**config.mk**
```make
export PLATFORM = sky130hd
export DESIGN_NAME = alu_result_accumulator
export DESIGN_NICKNAME = d
export VERILOG_FILES = /design/src/rtl/alu_result_accumulator_pkg.sv /design/src/rtl/alu_result_accumulator_acc_add_ovf.sv /design/src/rtl/alu_result_accumulator.sv
export SDC_FILE = /design/constraint.sdc
export NUM_CORES = 1
export LEC_CHECK = 0
export CELL_PAD_IN_SITES_DETAIL_PLACEMENT = 1
export CELL_PAD_IN_SITES_GLOBAL_PLACEMENT = 1
export CORE_MARGIN = 3
export CORE_UTILIZATION = 36
export CTS_BUF_LIST = sky130_fd_sc_hd__clkbuf_8 sky130_fd_sc_hd__clkbuf_16
export DETAILED_ROUTE_END_ITERATION = 10
export HOLD_SLACK_MARGIN = 0.08
export PLACE_DENSITY_LB_ADDON = 0.25
export SETUP_SLACK_MARGIN = 0.4
export SLEW_MARGIN = 20
export SYNTH_ARGS = -nofsm -noshare
export SYNTH_HDL_FRONTEND = slang
export SYNTH_SLANG_ARGS = --single-unit
export TNS_END_PERCENT = 1
```
**constraint.sdc**
```tcl
create_clock -name clk -period 2.5 [get_ports clk]
set_input_delay 0.375 -clock clk [delete_from_list [all_inputs] [get_ports clk]]
set_output_delay 0.375 -clock clk [all_outputs]
set_load 0.005 [all_outputs]
```
**src/rtl/alu_result_accumulator_pkg.sv**
```systemverilog
// Shared definitions for the ALU result accumulator: FSM state encoding and default widths.
package alu_result_accumulator_pkg;

  typedef enum logic {
    ST_ACCUM = 1'b0,
    ST_DONE  = 1'b1
  } state_t;

  localparam int DEF_DATA_W = 4;
  localparam int DEF_ACC_W  = 8;
  localparam int DEF_COUNT  = 4;
  localparam int CNT_W      = 8;

endpackage

```
**src/rtl/alu_result_accumulator_acc_add_ovf.sv**
```systemverilog
// Combinational two's-complement adder at accumulator width, flagging signed overflow.
module acc_add_ovf #(
  parameter int ACC_W = 8
) (
  input  logic [ACC_W-1:0] i_a,
  input  logic [ACC_W-1:0] i_b,
  output logic [ACC_W-1:0] o_sum,
  output logic             o_ovf
);

  logic [ACC_W-1:0] w_sum;

  assign w_sum = i_a + i_b;
  assign o_sum = w_sum;
  // Overflow only when both operands share a sign and the result's sign differs.
  assign o_ovf = (i_a[ACC_W-1] == i_b[ACC_W-1]) && (w_sum[ACC_W-1] != i_a[ACC_W-1]);

endmodule

```
**src/rtl/alu_result_accumulator.sv**
```systemverilog
// Sums COUNT signed results into a wrap-around accumulator with a sticky overflow flag,
// handing each finished batch downstream over a valid/ready handshake.
module alu_result_accumulator
  import alu_result_accumulator_pkg::*;
#(
  parameter int DATA_W = DEF_DATA_W,
  parameter int ACC_W  = DEF_ACC_W,
  parameter int COUNT  = DEF_COUNT
) (
  input  logic              clk,
  input  logic              rst_n,
  input  logic              i_in_valid,
  output logic              o_in_ready,
  input  logic [DATA_W-1:0] i_q_in,
  input  logic              i_ovf_in,
  input  logic              i_clear,
  output logic              o_out_valid,
  input  logic              i_out_ready,
  output logic [ACC_W-1:0]  o_acc_out,
  output logic              o_sticky_ovf,
  output logic [CNT_W-1:0]  o_batch_cnt
);

  localparam logic [CNT_W-1:0] LAST_IDX = CNT_W'(COUNT - 1);

  state_t           r_state;
  state_t           w_state_next;
  logic [ACC_W-1:0] r_acc;
  logic             r_sticky;
  logic [CNT_W-1:0] r_cnt;

  logic             w_accept;
  logic             w_transfer;
  logic [ACC_W-1:0] w_q_ext;
  logic [ACC_W-1:0] w_sum;
  logic             w_add_ovf;

  assign w_accept   = i_in_valid && (r_state == ST_ACCUM);
  assign w_transfer = i_out_ready && (r_state == ST_DONE);
  assign w_q_ext    = {{(ACC_W-DATA_W){i_q_in[DATA_W-1]}}, i_q_in};

  acc_add_ovf #(
    .ACC_W(ACC_W)
  ) u_add (
    .i_a  (r_acc),
    .i_b  (w_q_ext),
    .o_sum(w_sum),
    .o_ovf(w_add_ovf)
  );

  always_ff @(posedge clk or negedge rst_n) begin
    if (!rst_n) begin
      r_state <= ST_ACCUM;
    end else begin
      r_state <= w_state_next;
    end
  end

  // clear overrides everything, including a transfer or the last accept of a batch.
  always_comb begin
    w_state_next = r_state;
    if (i_clear) begin
      w_state_next = ST_ACCUM;
    end else begin
      case (r_state)
        ST_ACCUM: if (w_accept && (r_cnt == LAST_IDX)) w_state_next = ST_DONE;
        ST_DONE:  if (w_transfer) w_state_next = ST_ACCUM;
        default:  w_state_next = ST_ACCUM;
      endcase
    end
  end

  always_ff @(posedge clk or negedge rst_n) begin
    if (!rst_n) begin
      r_acc    <= '0;
      r_sticky <= 1'b0;
      r_cnt    <= '0;
    end else if (i_clear || w_transfer) begin
      r_acc    <= '0;
      r_sticky <= 1'b0;
      r_cnt    <= '0;
    end else if (w_accept) begin
      r_acc    <= w_sum;
      r_sticky <= r_sticky | i_ovf_in | w_add_ovf;
      r_cnt    <= r_cnt + 1'b1;
    end
  end

  assign o_in_ready   = (r_state == ST_ACCUM);
  assign o_out_valid  = (r_state == ST_DONE);
  assign o_acc_out    = r_acc;
  assign o_sticky_ovf = r_sticky;
  assign o_batch_cnt  = r_cnt;

endmodule

```
Word-level counts from Yosys, hierarchy flattened
Index checks and enable logic that the tools add are counted.

Flip-flop bits (word level): 18. Latch bits: 0. Bits in writable memories: 0. Bits in read-only memories: 0. Input bits: 10. Output and inout port bits: 19. Word-level logic and storage cells: 28. Memories: 0.

Add/subtract/negate cells: 2. $mul: 0. Div/mod/pow operators: 0. $lt $le $gt $ge: 0. Equality and inequality tests: 3. Shift operators: 0. Multiplexer cells: 10. Bitwise operators: 3. Reduce and logical (&&, ||, !) cells: 6.

Operators by type and width (number): $mux 8 (4); $add 8x1->8 const B (1); $add 8x8->8 (1); $eq 8x2->1 const B (1); $mux 1 (5); $logic_and 1x1->1 (4); $or 1x1->1 (2); $pmux 1 s2 (1); $reduce_bool 2->1 (1); $eq 1x1->1 (1); $logic_or 1x1->1 (1); $ne 1x1->1 (1); $not 1->1 (1).

Logic depth before layout (Yosys ltp)
Depth in word-level cells: 6. Mapped depth: 7. Depth with buffers taken out: 7.

Hierarchy
From an unflattened synthesis, not the netlist that was laid out.

Cells, all modules: 123. Area, all modules: 1132.3 µm².

Modules (own cells, without submodules): alu_result_accumulator (times used 1, cells an instance 89, area each 853.3 µm², sequential area each 450.4 µm²); acc_add_ovf (times used 1, cells an instance 34, area each 279.0 µm², sequential area each 0.0 µm²).

Worst setup path before layout
No wires, ideal clock.

Kind: register -> register. From: register r_acc[0] (netlist: o_acc_out[0]). To: register r_acc[6] (netlist: o_acc_out[6]). Arrival: 1.807 ns. Required time: 2.379 ns. Setup slack: 0.572 ns. Stages on the path, launching flop included: 8. Buffers on the path: 0. Period minus slack after synthesis: 1.928 ns. Cell sequence: dfrtp_1 -> ha_1 -> fa_1 -> a21o_1 -> a211oi_1 -> o21bai_1 -> xor2_1 -> a22o_1.

Longest elaborated chain between the ends: 3.

Ends and longest elaborated chain: from (decl) (RTL line alu_result_accumulator.sv:28) `logic [ACC_W-1:0] r_acc;`; from (signal assigned) (RTL line alu_result_accumulator.sv:83) `r_acc <= w_sum;`; $add 8x8->8 (RTL line alu_result_accumulator_acc_add_ovf.sv:13) `assign w_sum = i_a + i_b;`; $mux 8 (RTL line alu_result_accumulator.sv:82) `end else if (w_accept) begin`; $mux 8 (RTL line alu_result_accumulator.sv:78) `end else if (i_clear || w_transfer) begin`.

No other way between the ends. The select of a mux whose other input is x is not followed. A chain may end at the register's enable or synchronous reset.

Worst setup path in the final report
From: input i_q_in[0]. To: register r_acc[6] (netlist: o_acc_out[6]).

Longest elaborated chain between the ends: 3.

Ends and longest elaborated chain: from (decl) (RTL line alu_result_accumulator.sv:14) `input logic [DATA_W-1:0] i_q_in,`; $add 8x8->8 (RTL line alu_result_accumulator_acc_add_ovf.sv:13); $mux 8 (RTL line alu_result_accumulator.sv:82); $mux 8 (RTL line alu_result_accumulator.sv:78).

No other way between the ends. The select of a mux whose other input is x is not followed.

==> key figures <==
Outcome
  • Status: complete, no violations

Clocking
  • Htree depth: 1
  • CTS Buf Count: 3
  • Clock Latency Late Sink: 0.25 ns
  • Sink Count: 18
  • Worst-path clk slew: 0.07 ns
  • Maximum buffer depth of the clock tree: 2
  • CTS tree: done
  • CTS Root Cell: clkbuf_8
  • CTS Hold Bufs: 0
  • Postcts setup bufs: 0

GRT
  • Initial antenna violation count: 0
  • Remaining Overflow, GRT: 0
  • Vias in the first global route: 990
  • Largest net degree at the start of global routing: 19
  • Global-route wire length before repair: 4.53 mm
  • Total GRT Usage: 0.158

Logic synthesis
  • Area leader, netlist: dfrtp_1
  • Mapped Cells: 111
  • Async S/R FF share, synth: 1.00
  • Netlist cell types: 36
  • Seq cells post-synth: 18
  • Syn Nets: 130
  • Synth top area cells: dfrtp_1 (41%), ha_1 (9.0%), xor2_1 (6.3%)
  • Most frequent cells after synthesis: dfrtp_1 (18), a21oi_1 (11), nand2_1 (11), nor2_1 (10)
  • Avg Cell Area, Syn: 10.0 µm²
  • Yosys Warn Count: 0
  • Post-Synthesis Cell Area: 1110 µm²
  • Prevailing post-synth register cell: dfrtp_1
  • Sequential area share after synthesis: 0.406
  • Post-synth top area share: 0.406
  • EDFF count, synth: 0
  • Most common cell in the netlist: dfrtp_1

Routing
  • Via count: 958
  • # DRC: 0
  • Total Wirelength: 2.80 mm
  • Drt first pass iters: 2
  • Via-per-instance ratio: 5.54
  • Starting DRT DRC Count: 9
  • Routed Antenna Nets: 0
  • Routed wire per std cell: 16.2 µm

Setup path
  • Crit path launch type: input pin
  • Setup crit end: o_acc_out[6]
  • CP max FO: 3
  • Cells on worst reg2reg path: 7
  • Critical path arrival: 2.22 ns
  • Critical path's largest stage delay: 0.40 ns
  • Worst EP required: 2.64 ns
  • Internal reg-to-reg setup slack: 0.57 ns
  • Crit Path Category: in -> reg
  • Crit. path cell count: 8
  • Capturing point of the worst reg2reg path: o_acc_out[6]
  • RR Startpoint: o_acc_out[0]
  • CP cell instances: clkdlybuf4s50_1 -> ha_1 -> fa_2 -> a21o_1 -> a211oi_2 -> o21bai_1 -> xor2_1 -> a22o_1
  • Crit path max-delay cell type: clkdlybuf4s50_1
  • Crit path capture type: flip-flop
  • Worst Path Buf+Inv: 1
  • CP Launch Point: i_q_in[0]
  • Family with the most delay on the worst path: compound AO/OA/AOI/OAI gates

Pwr
  • Pleak: 0.662 nW
  • Net Sw Frac: 0.288
  • Total power draw: 0.817 mW
  • Clock share of power: 0.289
  • Peak VDD IR: 0.000194 V
  • Reg power frac: 0.417
  • PD cells: 540 nW/µm²
  • Internal: 0.581 mW
  • Psw: 0.236 mW
  • Gate power share: 0.294

Final layout
  • Non-filler instance count after layout: 173
  • Finished Cell Area: 1510 µm²
  • Area growth from synthesis to layout: 36.3%
  • Core Util, Final: 0.530
  • Share of cells above drive strength 1: 0.120
  • Nets: 162
  • # diodes: 0

STA
  • WHS: 0.466 ns
  • Skew final: 0.000794 ns
  • Final period util: 0.832
  • Achievable clock frequency: 481 MHz
  • Max-slew violations: 0
  • RSZ-0062 raised after global routing: yes
  • Tmin final: 2.08 ns
  • Slew of the pin with the lowest slew margin: 0.399 ns
  • Endpoints failing setup: 0
  • Final hold vios: 0
  • Setup_tns: 0 ns
  • Slew Limit Headroom: 0.734
  • Fin worst setup slack: 0.420 ns

Die
  • Die Span Y: 61.5 µm
  • Top Ports: 29
  • Die Width: 61.5 µm
  • # rows: 19
  • Full die area: 3790 µm²
  • Total core area: 2850 µm²
  • Initial core utilization: 0.389

Place
  • Placed Cells: 169
  • Post-DP Area: 1420 µm²
  • Dpl hpwl: 2.12 mm
  • PortBufs: 28
  • Worst slack at placement: 0.0619 ns
  • Final GP Congestion: 0.713

Flow run
  • Max-Cap Viols: 0

Min path
  • HP Class: in -> async
## what timing repair did
item                       CTS  global route
gates resized for setup      1             5
pin swaps                    0             0
setup endpoints to repair    3             3
## registers in the layout, indices dropped and copies added, names as in the netlist
register / cells
o_acc_out: 8
o_out_valid: 1
o_batch_cnt: 8
o_sticky_ovf: 1
## metal layers
| layer | GRT usage | share of wire | vias to the layer above |
|---|---|---|---|
| met5 | 0 | 0 | - |
| li1 | - | - | 462 |
| met4 | 0.0455 | 0.0064 | 0 |
| met2 | 0.271 | 0.49 | 18 |
| met1 | 0.207 | 0.47 | 476 |
| met3 | 0.0210 | 0.033 | 2 |
## power by group through the flow
stage | Sequential [mW] | Combinational, mW | Clock [mW]
finish | 0.340 | 0.240 | 0.236
detailed placement | 0.345 | 0.226 | 0
global route | 0.345 | 0.267 | 0.257
global placement | 0.343 | 0.219 | 0
CTS | 0.340 | 0.230 | 0.243
floorplan | 0.341 | 0.128 | 0
## final cells by class
type                       instances  area (µm²)
tap                               31        38.8
clock buffer                       4        55.1
sequential                        18         450
multi-input combinational         89         667
fill                             331        1340
timing repair buffer              30         298
inverter                           1        3.75
## worst min-delay path by stage
stage                          end  slack (ns)  cells after the start
floorplan             o_acc_out[0]        0.08                      0
global placement      o_acc_out[5]        0.54                      1
detailed placement    o_acc_out[5]        0.54                      1
CTS                 o_batch_cnt[1]        0.47                      2
global route        o_batch_cnt[2]        0.49                      2
finish              o_batch_cnt[0]        0.47                      2
## cell families after synthesis
logic type | synth area share
buffers and inverters | 0.0214
DFF | 0.406
xor gates and xnor gates | 0.0868
AOI/OAI and AO/OA | 0.186
muxes | 0.00902
adders and majority gates | 0.108
and+or+nand+nor | 0.183
## cell usage in the layout (no fill, tap or decap), types with 2 or more instances in the layout
cell / instances
clkdlybuf4s50_1: 27
dfrtp_1: 18
a21oi_1: 11
nand2_1: 11
nor2_1: 10
xor2_1: 8
ha_1: 6
clkbuf_8: 4
or3_1: 3
nand3_1: 3
xnor2_1: 3
nor4b_1: 2
a211oi_2: 2
o21ai_0: 2
nand2b_1: 2
nand4_1: 2
o21ai_1: 2
a21o_1: 2
o31ai_1: 2
a22o_1: 2
buf_4: 2
Note: power is estimated with default switching activity, not from simulation.
